===== src/rtl/host_cmd_seq_pkg.sv =====
// Shared opcodes, register bases, parameter counts and FSM states for host_cmd_seq.
package host_cmd_seq_pkg;

  typedef enum logic [1:0] {
    ST_IDLE,
    ST_PARAM,
    ST_CSRW,
    ST_MWRITE
  } hcs_state_t;

  localparam logic [7:0] CMD_SYSSET  = 8'h40;
  localparam logic [7:0] CMD_MWRITE  = 8'h42;
  localparam logic [7:0] CMD_SCROLL  = 8'h44;
  localparam logic [7:0] CMD_CSRW    = 8'h46;
  localparam logic [7:0] CMD_CSRDIR0 = 8'h4C;
  localparam logic [7:0] CMD_CSRDIR1 = 8'h4D;
  localparam logic [7:0] CMD_CSRDIR2 = 8'h4E;
  localparam logic [7:0] CMD_CSRDIR3 = 8'h4F;
  localparam logic [7:0] CMD_DISPOFF = 8'h58;
  localparam logic [7:0] CMD_DISPON  = 8'h59;
  localparam logic [7:0] CMD_HDOT    = 8'h5A;
  localparam logic [7:0] CMD_OVLAY   = 8'h5B;

  localparam logic [4:0] REG_SYSSET = 5'h00;
  localparam logic [4:0] REG_SCROLL = 5'h08;
  localparam logic [4:0] REG_HDOT   = 5'h12;
  localparam logic [4:0] REG_OVLAY  = 5'h13;
  localparam logic [4:0] REG_DISP   = 5'h14;
  localparam logic [4:0] REG_AP_LO  = 5'h06;
  localparam logic [4:0] REG_AP_HI  = 5'h07;

  localparam logic [3:0] N_SYSSET = 4'd8;
  localparam logic [3:0] N_SCROLL = 4'd10;
  localparam logic [3:0] N_SINGLE = 4'd1;
  localparam logic [3:0] N_CSRW   = 4'd2;

endpackage


===== src/rtl/host_cmd_seq_fifo.sv =====
// Synchronous FIFO buffering {address, data} MWRITE entries on their way to VRAM.
module hcs_fifo
  import host_cmd_seq_pkg::*;
#(
  parameter int unsigned W     = 24,
  parameter int unsigned DEPTH = 4
) (
  input  logic         clk,
  input  logic         rst,
  input  logic         push,
  input  logic [W-1:0] din,
  input  logic         pop,
  output logic [W-1:0] dout,
  output logic         full,
  output logic         empty
);

  localparam int unsigned AW = $clog2(DEPTH);

  logic [W-1:0] mem [DEPTH];
  logic [AW-1:0] wp, rp;
  logic [AW:0]   cnt;
  logic          do_push, do_pop;

  assign full    = (cnt == (AW+1)'(DEPTH));
  assign empty   = (cnt == '0);
  assign do_push = push && !full;
  assign do_pop  = pop && !empty;
  assign dout    = mem[rp];

  always_ff @(posedge clk) begin
    if (do_push) mem[wp] <= din;
  end

  always_ff @(posedge clk) begin
    if (rst) begin
      wp  <= '0;
      rp  <= '0;
      cnt <= '0;
    end else begin
      if (do_push) wp <= wp + AW'(1);
      if (do_pop)  rp <= rp + AW'(1);
      case ({do_push, do_pop})
        2'b10:   cnt <= cnt + (AW+1)'(1);
        2'b01:   cnt <= cnt - (AW+1)'(1);
        default: ;
      endcase
    end
  end

endmodule


===== src/rtl/host_cmd_seq.sv =====
// Host command sequencer: decodes 8080-bus command/param bytes into register writes and VRAM writes.
// Optional: define HCS_CSRDIR_EN for CSRDIR commands and the AP register.
module host_cmd_seq
  import host_cmd_seq_pkg::*;
#(
  parameter int unsigned FIFO_DEPTH = 4,
  parameter int unsigned ADDR_W     = 16
) (
  input  logic              clk,
  input  logic              rst,
  input  logic              cs_x,
  input  logic              a0,
  input  logic              wr_x,
  input  logic [7:0]        dat,
  output logic              reg_we,
  output logic [4:0]        reg_addr,
  output logic [7:0]        reg_wdat,
  output logic              disp_on,
  output logic [ADDR_W-1:0] csr_addr,
  output logic              vram_req,
  output logic [ADDR_W-1:0] vram_addr,
  output logic [7:0]        vram_dat,
  input  logic              vram_ack,
  output logic              busy,
  output logic              ovf
);

  logic              cs_q, a0_q, wr_q, ev;
  logic [7:0]        dat_q;
  hcs_state_t        state, state_n;
  logic [3:0]        cnt, cnt_n;
  logic [4:0]        widx, widx_n;
  logic              reg_we_n, disp_n, ovf_n, push, full, empty;
  logic [4:0]        reg_addr_n;
  logic [7:0]        reg_wdat_n;
  logic [ADDR_W-1:0] csr_n, step;
  logic [ADDR_W+7:0] head;

`ifdef HCS_CSRDIR_EN
  logic [ADDR_W-1:0] ap, ap_n, step_n;

  always_ff @(posedge clk) begin
    if (rst) begin
      ap   <= '0;
      step <= ADDR_W'(1);
    end else begin
      ap   <= ap_n;
      step <= step_n;
    end
  end
`else
  assign step = ADDR_W'(1);
`endif

  // Event fires on the cycle wr_x returns high; a0/dat come from the copies taken while it was low.
  assign ev = !wr_q && wr_x && !cs_q;

  always_ff @(posedge clk) begin
    if (rst) begin
      cs_q     <= 1'b1;
      a0_q     <= 1'b0;
      wr_q     <= 1'b1;
      dat_q    <= '0;
      state    <= ST_IDLE;
      cnt      <= '0;
      widx     <= '0;
      reg_we   <= 1'b0;
      reg_addr <= '0;
      reg_wdat <= '0;
      disp_on  <= 1'b0;
      csr_addr <= '0;
      ovf      <= 1'b0;
    end else begin
      cs_q     <= cs_x;
      a0_q     <= a0;
      wr_q     <= wr_x;
      dat_q    <= dat;
      state    <= state_n;
      cnt      <= cnt_n;
      widx     <= widx_n;
      reg_we   <= reg_we_n;
      reg_addr <= reg_addr_n;
      reg_wdat <= reg_wdat_n;
      disp_on  <= disp_n;
      csr_addr <= csr_n;
      ovf      <= ovf_n;
    end
  end

  always_comb begin
    state_n    = state;
    cnt_n      = cnt;
    widx_n     = widx;
    reg_we_n   = 1'b0;
    reg_addr_n = reg_addr;
    reg_wdat_n = reg_wdat;
    disp_n     = disp_on;
    csr_n      = csr_addr;
    ovf_n      = ovf;
    push       = 1'b0;
`ifdef HCS_CSRDIR_EN
    ap_n   = ap;
    step_n = step;
`endif
    if (ev && a0_q) begin
      state_n = ST_IDLE;
      cnt_n   = '0;
      ovf_n   = 1'b0;
      case (dat_q)
        CMD_SYSSET: begin state_n = ST_PARAM; cnt_n = N_SYSSET; widx_n = REG_SYSSET; end
        CMD_SCROLL: begin state_n = ST_PARAM; cnt_n = N_SCROLL; widx_n = REG_SCROLL; end
        CMD_HDOT:   begin state_n = ST_PARAM; cnt_n = N_SINGLE; widx_n = REG_HDOT; end
        CMD_OVLAY:  begin state_n = ST_PARAM; cnt_n = N_SINGLE; widx_n = REG_OVLAY; end
        CMD_DISPOFF, CMD_DISPON: begin
          disp_n  = dat_q[0];
          state_n = ST_PARAM;
          cnt_n   = N_SINGLE;
          widx_n  = REG_DISP;
        end
        CMD_CSRW:   begin state_n = ST_CSRW; cnt_n = N_CSRW; end
        CMD_MWRITE: state_n = ST_MWRITE;
`ifdef HCS_CSRDIR_EN
        CMD_CSRDIR0: step_n = ADDR_W'(1);
        CMD_CSRDIR1: step_n = '1;
        CMD_CSRDIR2: step_n = -ap;
        CMD_CSRDIR3: step_n = ap;
`endif
        default: ;
      endcase
    end else if (ev) begin
      case (state)
        ST_PARAM: begin
          reg_we_n   = 1'b1;
          reg_addr_n = widx;
          reg_wdat_n = dat_q;
          widx_n     = widx + 5'd1;
          cnt_n      = cnt - 4'd1;
          if (cnt == 4'd1) state_n = ST_IDLE;
`ifdef HCS_CSRDIR_EN
          if (widx == REG_AP_LO) ap_n[7:0]  = dat_q;
          if (widx == REG_AP_HI) ap_n[15:8] = dat_q;
`endif
        end
        ST_CSRW: begin
          cnt_n = cnt - 4'd1;
          if (cnt == N_CSRW) begin
            csr_n[7:0] = dat_q;
          end else begin
            csr_n[15:8] = dat_q;
            state_n     = ST_IDLE;
          end
        end
        ST_MWRITE: begin
          if (full) begin
            ovf_n = 1'b1;
          end else begin
            push  = 1'b1;
            csr_n = csr_addr + step;
          end
        end
        default: ;
      endcase
    end
  end

  hcs_fifo #(
    .W     (ADDR_W + 8),
    .DEPTH (FIFO_DEPTH)
  ) u_fifo (
    .clk   (clk),
    .rst   (rst),
    .push  (push),
    .din   ({csr_addr, dat_q}),
    .pop   (vram_ack),
    .dout  (head),
    .full  (full),
    .empty (empty)
  );

  assign vram_req  = !empty;
  assign busy      = !empty;
  assign vram_addr = head[ADDR_W+7:8];
  assign vram_dat  = head[7:0];

endmodule


===== config.mk =====
export PLATFORM = sky130hd
export DESIGN_NAME = host_cmd_seq
export DESIGN_NICKNAME = d
export VERILOG_FILES = /design/src/rtl/host_cmd_seq_pkg.sv /design/src/rtl/host_cmd_seq_fifo.sv /design/src/rtl/host_cmd_seq.sv
export SDC_FILE = /design/constraint.sdc
export NUM_CORES = 1
export LEC_CHECK = 0
export BUFFER_PORTS_ARGS = -buffer_cell sky130_fd_sc_hd__buf_2
export CAP_MARGIN = 10
export CORE_MARGIN = 2
export CORE_UTILIZATION = 45
export DETAILED_ROUTE_END_ITERATION = 8
export HOLD_SLACK_MARGIN = 0.15
export PLACE_DENSITY = 0.65
export SLEW_MARGIN = 20
export SYNTH_ARGS = -nofsm -noshare
export SYNTH_HDL_FRONTEND = slang
export SYNTH_SLANG_ARGS = --single-unit

===== constraint.sdc =====
create_clock -name clk -period 7.25 [get_ports clk]
set_input_delay 1.0875 -clock clk [delete_from_list [all_inputs] [get_ports clk]]
set_output_delay 1.0875 -clock clk [all_outputs]
set_load 0.02 [all_outputs]

==> results.json, run 1 <==
{
  "slew_headroom": 0.4038,
  "clockRootBuffer": "clkbuf_16",
  "avgSynthCellArea_um2": 13.21,
  "post_cts_resized": 0,
  "globalRouteTotalUtil": 0.1890,
  "cts_setup_buffers": 0,
  "cts_tree": "yes",
  "drcViolationCount": 0,
  "cts_hold_buf": 0,
  "drive_gt1_frac": 0.2598,
  "max_freq_mhz": 308.7,
  "cts.htree.levels": 4,
  "cts_buffers": 17,
  "fin_skew_ns": 0.008999,
  "p_leak_uw": 0.002762,
  "hold_viol_final": 0,
  "drtAntennaViolNets": 0,
  "synthToLayoutAreaGrowth_pct": 16.81,
  "outcome": "finished, final reports clean",
  "synth_top_area_cell": "edfxtp_1",
  "crit_arrival_ns": 2.15,
  "worst-setup-path-type": "flop to output pin",
  "netlist_instances": 503,
  "port_buffers": 71,
  "layout.nets": 600,
  "maxSlewViolCount": 0,
  "die_y_um": 125.5,
  "start_util": 0.4590,
  "critPathMaxFanout": 24,
  "period_minus_slack_ns": 3.239,
  "insertion_delay_ns": 0.42,
  "fp.dieW_um": 125.5,
  "grt_max_degree": 62,
  "netlist_top_cells_count": "edfxtp_1, dfxtp_1, nand2_1",
  "stdcell_area_um2": 7762,
  "rows": 44,
  "power_density_nw_per_um2": 241.3,
  "syn_nets": 531,
  "coreArea_um2": 14480,
  "vias_per_cell": 5.681,
  "worst-endpoint-required_ns": 6.16,
  "yosysMostFrequentCell": "edfxtp_1",
  "antenna_cells": 0,
  "ioPinCount": 72,
  "worstSetupEndpointType": "output pin",
  "wl_um": 14340,
  "cp-start-kind": "flop",
  "gp_congestion": 0.7682,
  "hp-class": "flop to flop",
  "drt_iter0_drc": 245,
  "period_share": 0.4467,
  "synth_edf_count": 96,
  "drv_cap": 0,
  "dp_cells": 737,
  "netlist_top_cells_area": "edfxtp_1, dfxtp_1, mux4_2",
  "cts_num_sinks": 159,
  "grt_pass1_wl_um": 23130,
  "fin_cells": 769,
  "place_area_um2": 7172,
  "peakVddDrop_uv": 152.8,
  "ys.warnings.count": 0,
  "post-dp-hpwl_um": 9178,
  "dr.pass1.iters": 4,
  "tightest_slew_ns": 0.8942,
  "ys_async_sr_fraction": 0,
  "grt-ovfl-total": 0,
  "grt_pass1_vias": 4369,
  "seq_area_frac_synth": 0.6236,
  "yosysTopAreaCellShare": 0.4338,
  "synth-seq-cells": 159,
  "antenna_found_initial": 0,
  "clock_path_buffers": 2,
  "wl_per_cell_um": 18.65,
  "rsz0062_at_grt": "false",
  "setup_tns_ns": 0,
  "num_vias": 4369,
  "ys_types": 64,
  "setup_violations": 0,
  "clk_pin_slew_worst_paths_ns": 0.06,
  "syn_area_um2": 6645,
  "synth_ff_type": "edfxtp_1",
  "die-area_um2": 15760
}
==> cell type report <==
cell class	instances	area, um^2
clock buffer	21	461.7
tap	184	230.2
fill	1230	6716
clock inverter	11	128.9
timing repair buffer	77	400.4
multi-input combinational	294	2308
sequential	159	4146
inverter	23	86.33
==> layer usage <==
layer	up-vias	GRT usage	share of wire
li1	2039	-	-
met1	2200	0.2427	0.44
met2	113	0.3138	0.50
met3	17	0.05049	0.046
met4	0	0.06078	0.012
met5	-	0	0
==> sequential cells by signal (all words and copies together) (netlist names), named ones only <==
register	count
dat_q	8
u_fifo.wp	2
ovf	1
cs_q	1
reg_we	1
u_fifo.mem	96
a0_q	1
widx	5
csr_addr	16
disp_on	1
u_fifo.rp	2
reg_addr	5
u_fifo.cnt	3
state	2
cnt	4
reg_wdat	8
wr_q	1
==> cells by family after synthesis <==
kind of cell    Yosys count  share of synthesized area
compound gates           95                    0.09565
xor+xnor                  7                   0.009226
fa+ha+maj                14                    0.02749
buf+inv                  50                    0.02994
flops                   159                     0.6236
mux                      26                    0.08435
simple gates            152                     0.1297
==> worst max-delay path: stages (launching register included) <==
cell and delay [ns]:
dfxtp_2 0.90, mux4_2 0.62, buf_2 0.18
==> layout by cell type (no fill, tap or decap), types with 18 or more instances in the layout <==
cell type	count
nor2_1	21
buf_2	71
nor2b_1	19
edfxtp_1	96
dfxtp_1	61
inv_1	22
mux4_2	24
nand2_1	44
clkbuf_16	18
a21oi_1	29
==> where the power goes <==
part	internal, uW	switching (uW)	leakage, uW
Clock	530	357	0.000273
Sequential	954	9.20	0.00148
Combinational	9.61	14.1	0.00101
Total	1490	380	0.00276
==> worst paths after layout <==
check / cells after the start / startpoint / slack, ns / end
max: 2 / flop / 4.01 / vram_dat[2]
min: 2 / reg_addr[3]$_SDFFE_PP0P_ / 0.45 / reg_addr[3]$_SDFFE_PP0P_
max reg2reg: 9 / u_fifo.cnt[2]$_SDFFE_PP0P_ / 4.69 / u_fifo.cnt[2]$_SDFFE_PP0P_
min reg2reg: 2 / reg_addr[3]$_SDFFE_PP0P_ / 0.45 / reg_addr[3]$_SDFFE_PP0P_
==> through the flow <==
step | worst slack, ns | util | hold slack (ns) | power, uW
finish | 4.011 | 0.5361 | 0.4509 | 1873
global route | 3.823 | 0.5361 | 0.4725 | 1931
CTS | 3.902 | 0.5361 | 0.4544 | 1887
detailed placement | 4.032 | 0.4953 | 0.4456 | 1006
global placement | 4.125 | 0.4948 | 0.4421 | 1005
floorplan | 4.394 | - | 0.4576 | 993.8
No activity file was read; power rests on OpenSTA's default activity.
==> run 2: changes to the inputs <==
--- a/config.mk
+++ b/config.mk
@@ -5,6 +5,7 @@
 export SDC_FILE = /design/constraint.sdc
 export NUM_CORES = 1
 export LEC_CHECK = 0
+export ABC_AREA = 1
 export BUFFER_PORTS_ARGS = -buffer_cell sky130_fd_sc_hd__buf_2
 export CAP_MARGIN = 10
 export CORE_MARGIN = 2
==> constraint.sdc (replaced) <==
create_clock -name clk -period 3 [get_ports clk]
set_input_delay 0.45 -clock clk [delete_from_list [all_inputs] [get_ports clk]]
set_output_delay 0.45 -clock clk [all_outputs]
set_load 0.02 [all_outputs]
==> run 2 against run 1 <==
  * Non-clock buffer count is 3 higher
  * Cell count up 32%
  * Global-route usage is 1.0 points higher
  * Clock skew increased by 0.0019 ns
  * Synthesized cell count is 49% higher
  * Cell area is 2.4% higher
  * Critical path type unchanged
  * Largest cell class unchanged
  * Largest power group unchanged
  * Highest routed layer unchanged
==> results.json, run 2 <==
{
  "cts_tree": "yes",
  "crit_arrival_ns": 1.96,
  "worst-endpoint-required_ns": 2.55,
  "ys_types": 31,
  "top_regs": "u_fifo.mem: 96 flops, csr_addr: 16 flops",
  "hold_viol_final": 0,
  "top_usage_layer": "met2",
  "antenna_found_initial": 0,
  "yosysTopAreaCellShare": 0.4186,
  "critPathMaxFanout": 24,
  "grt-ovfl-total": 0,
  "clock_path_buffers": 2,
  "layout.nets": 844,
  "p_comb_frac": 0.014,
  "wl_per_cell_um": 15.31,
  "register_area_um2": 4144,
  "grt_pass1_vias": 5187,
  "setup_violations": 0,
  "clk_pin_slew_worst_paths_ns": 0.06,
  "use_met3": 0.04633,
  "top_register": "u_fifo.mem",
  "p_sw_frac": 0.2060,
  "tightest_slew_ns": 0.9209,
  "globalRouteTotalUtil": 0.1994,
  "max_stage_delay_ns": 0.54,
  "fin_skew_ns": 0.01092,
  "synth_ff_type": "edfxtp_1",
  "cts.htree.levels": 4,
  "rows": 45,
  "largest_reg_flops": 96,
  "synth-seq-cells": 159,
  "grt_max_degree": 49,
  "die-area_um2": 16310,
  "yosysMostFrequentCell": "nor2_1",
  "grtUsageMet1": 0.2488,
  "ioPinCount": 72,
  "post_cts_resized": 0,
  "netlist_top_cells_count": "nor2_1, nand2_1, edfxtp_1",
  "vias_per_cell": 5.212,
  "preCtsSetupSlack_ns": 0.7450,
  "synth_top_area_cell": "edfxtp_1",
  "port_buffers": 71,
  "slew_headroom": 0.3843,
  "fin_hold_ws_ns": 0.2102,
  "intPower_uw": 3453,
  "clockRootBuffer": "clkbuf_16",
  "p_leak_uw": 0.003181,
  "worstSetupEndpointType": "output pin",
  "grt_pass1_wl_um": 25150,
  "die_y_um": 127.7,
  "max_freq_mhz": 414.5,
  "worst_path_max_delay_cell": "inv_1",
  "drive_gt1_frac": 0.1461,
  "layout_commonest_cell": "nor2_1",
  "synth_edf_count": 96,
  "pwr-share-clk": 0.451,
  "syn_area_um2": 6887,
  "seq_area_frac_synth": 0.6017,
  "cts_hold_buf": 0,
  "cp-start-kind": "flop",
  "maxSlewViolCount": 0,
  "drcViolationCount": 0,
  "crit_path_cell_trace": "inv_1, o21ai_0, o22ai_1, buf_2",
  "antenna_cells": 0,
  "cts_buffers": 17,
  "cts_num_sinks": 159,
  "drv_cap": 0,
  "outcome": "finished, final reports clean",
  "dr.pass1.iters": 5,
  "gp_congestion": 0.8381,
  "post-dp-hpwl_um": 9949,
  "fp.dieW_um": 127.7,
  "fin_ws_ns": 0.5876,
  "drtAntennaViolNets": 0,
  "multi_input_area_um2": 2307,
  "worst-setup-path-type": "flop to output pin",
  "reg2reg_from": "cs_q$_SDFF_PP1_",
  "period_share": 0.8041,
  "fillCellCount": 1359,
  "period_minus_slack_ns": 2.412,
  "met2_usage": 0.3350,
  "hp-start": "cs_x",
  "ys_async_sr_fraction": 0,
  "most-common-layout-cells": "nor2_1, nand2_1, edfxtp_1",
  "synthToLayoutAreaGrowth_pct": 15.37,
  "p_sw_uw": 895.8,
  "coreArea_um2": 15090,
  "hp-class": "primary input to flop",
  "insertion_delay_ns": 0.42,
  "fin_util": 0.5265,
  "cts_setup_buffers": 0,
  "num_vias": 5295,
  "netlist_instances": 747,
  "power_frac_seq": 0.534,
  "setup_tns_ns": 0,
  "peakVddDrop_uv": 400.2,
  "start_util": 0.4564,
  "syn_nets": 775,
  "drt_iter0_drc": 449,
  "ys.warnings.count": 0,
  "avgSynthCellArea_um2": 9.219,
  "rsz0062_at_grt": "false",
  "wl_um": 15560,
  "netlist_top_cells_area": "edfxtp_1, dfxtp_1, nor2_1",
  "power_density_nw_per_um2": 547.4
}
==> run 2: worst paths after layout <==
| kind | endpoint | cells past startpoint | slack, ns |
|---|---|---|---|
| hold / removal | cs_q$_SDFF_PP1_ | 2 | 0.21 |
| setup reg to reg | u_fifo.cnt[1]$_SDFFE_PP0P_ | 10 | 0.95 |
| hold reg to reg | reg_addr[2]$_SDFFE_PP0P_ | 2 | 0.44 |
| setup / recovery | vram_addr[4] | 4 | 0.59 |
==> run 2: layout make-up <==
type	count	area share
Clock buffer	20	0.05496
Timing Repair Buffer	80	0.05323
Sequential cell	159	0.5216
Clock inverter	11	0.01197
Inverter	81	0.03827
Tap cell	188	0.02961
Multi-Input combinational cell	477	0.2904
==> run 2: stage by stage <==
stage	cell area (um^2)	total power, uW	instances
2_1_floorplan	6887	2404	747
3_3_place_gp	7413	2431	985
3_5_place_dp	7413	2433	985
4_1_cts	7945	4379	1016
5_1_grt	7945	4475	1016
6_report	7945	4349	1016
==> run 2: layer usage <==
| layer | vias up | share of wire |
|---|---|---|
| met2 | 129 | 0.49 |
| met1 | 2507 | 0.45 |
| met5 | - | 0 |
| met3 | 27 | 0.046 |
| met4 | 0 | 0.019 |
| li1 | 2632 | - |
==> run 2: critical path, delay by kind of cell (launching register included) <==
kind                   cells  cell delay [ns]
DFF                        1             0.31
AOI/OAI and AO/OA          2             0.46
buffers and inverters      2             0.76
==> run 2: power groups by stage <==
stage / sequential (uW) / combinational (uW) / clock (uW)
4_1_cts: 2320 / 62.5 / 1990
3_3_place_gp: 2370 / 60.3 / 0
2_1_floorplan: 2360 / 43.7 / 0
5_1_grt: 2320 / 71.4 / 2080
3_5_place_dp: 2370 / 61.9 / 0
6_report: 2320 / 62.2 / 1960
==> run 2: cell families after synthesis <==
kind of cell | count (synthesis) | share of synthesized area
simple gates | 304 | 0.1844
fa+ha+maj | 14 | 0.02653
compound gates | 155 | 0.1176
flops | 159 | 0.6017
buf+inv | 111 | 0.06468
xor+xnor | 4 | 0.005088
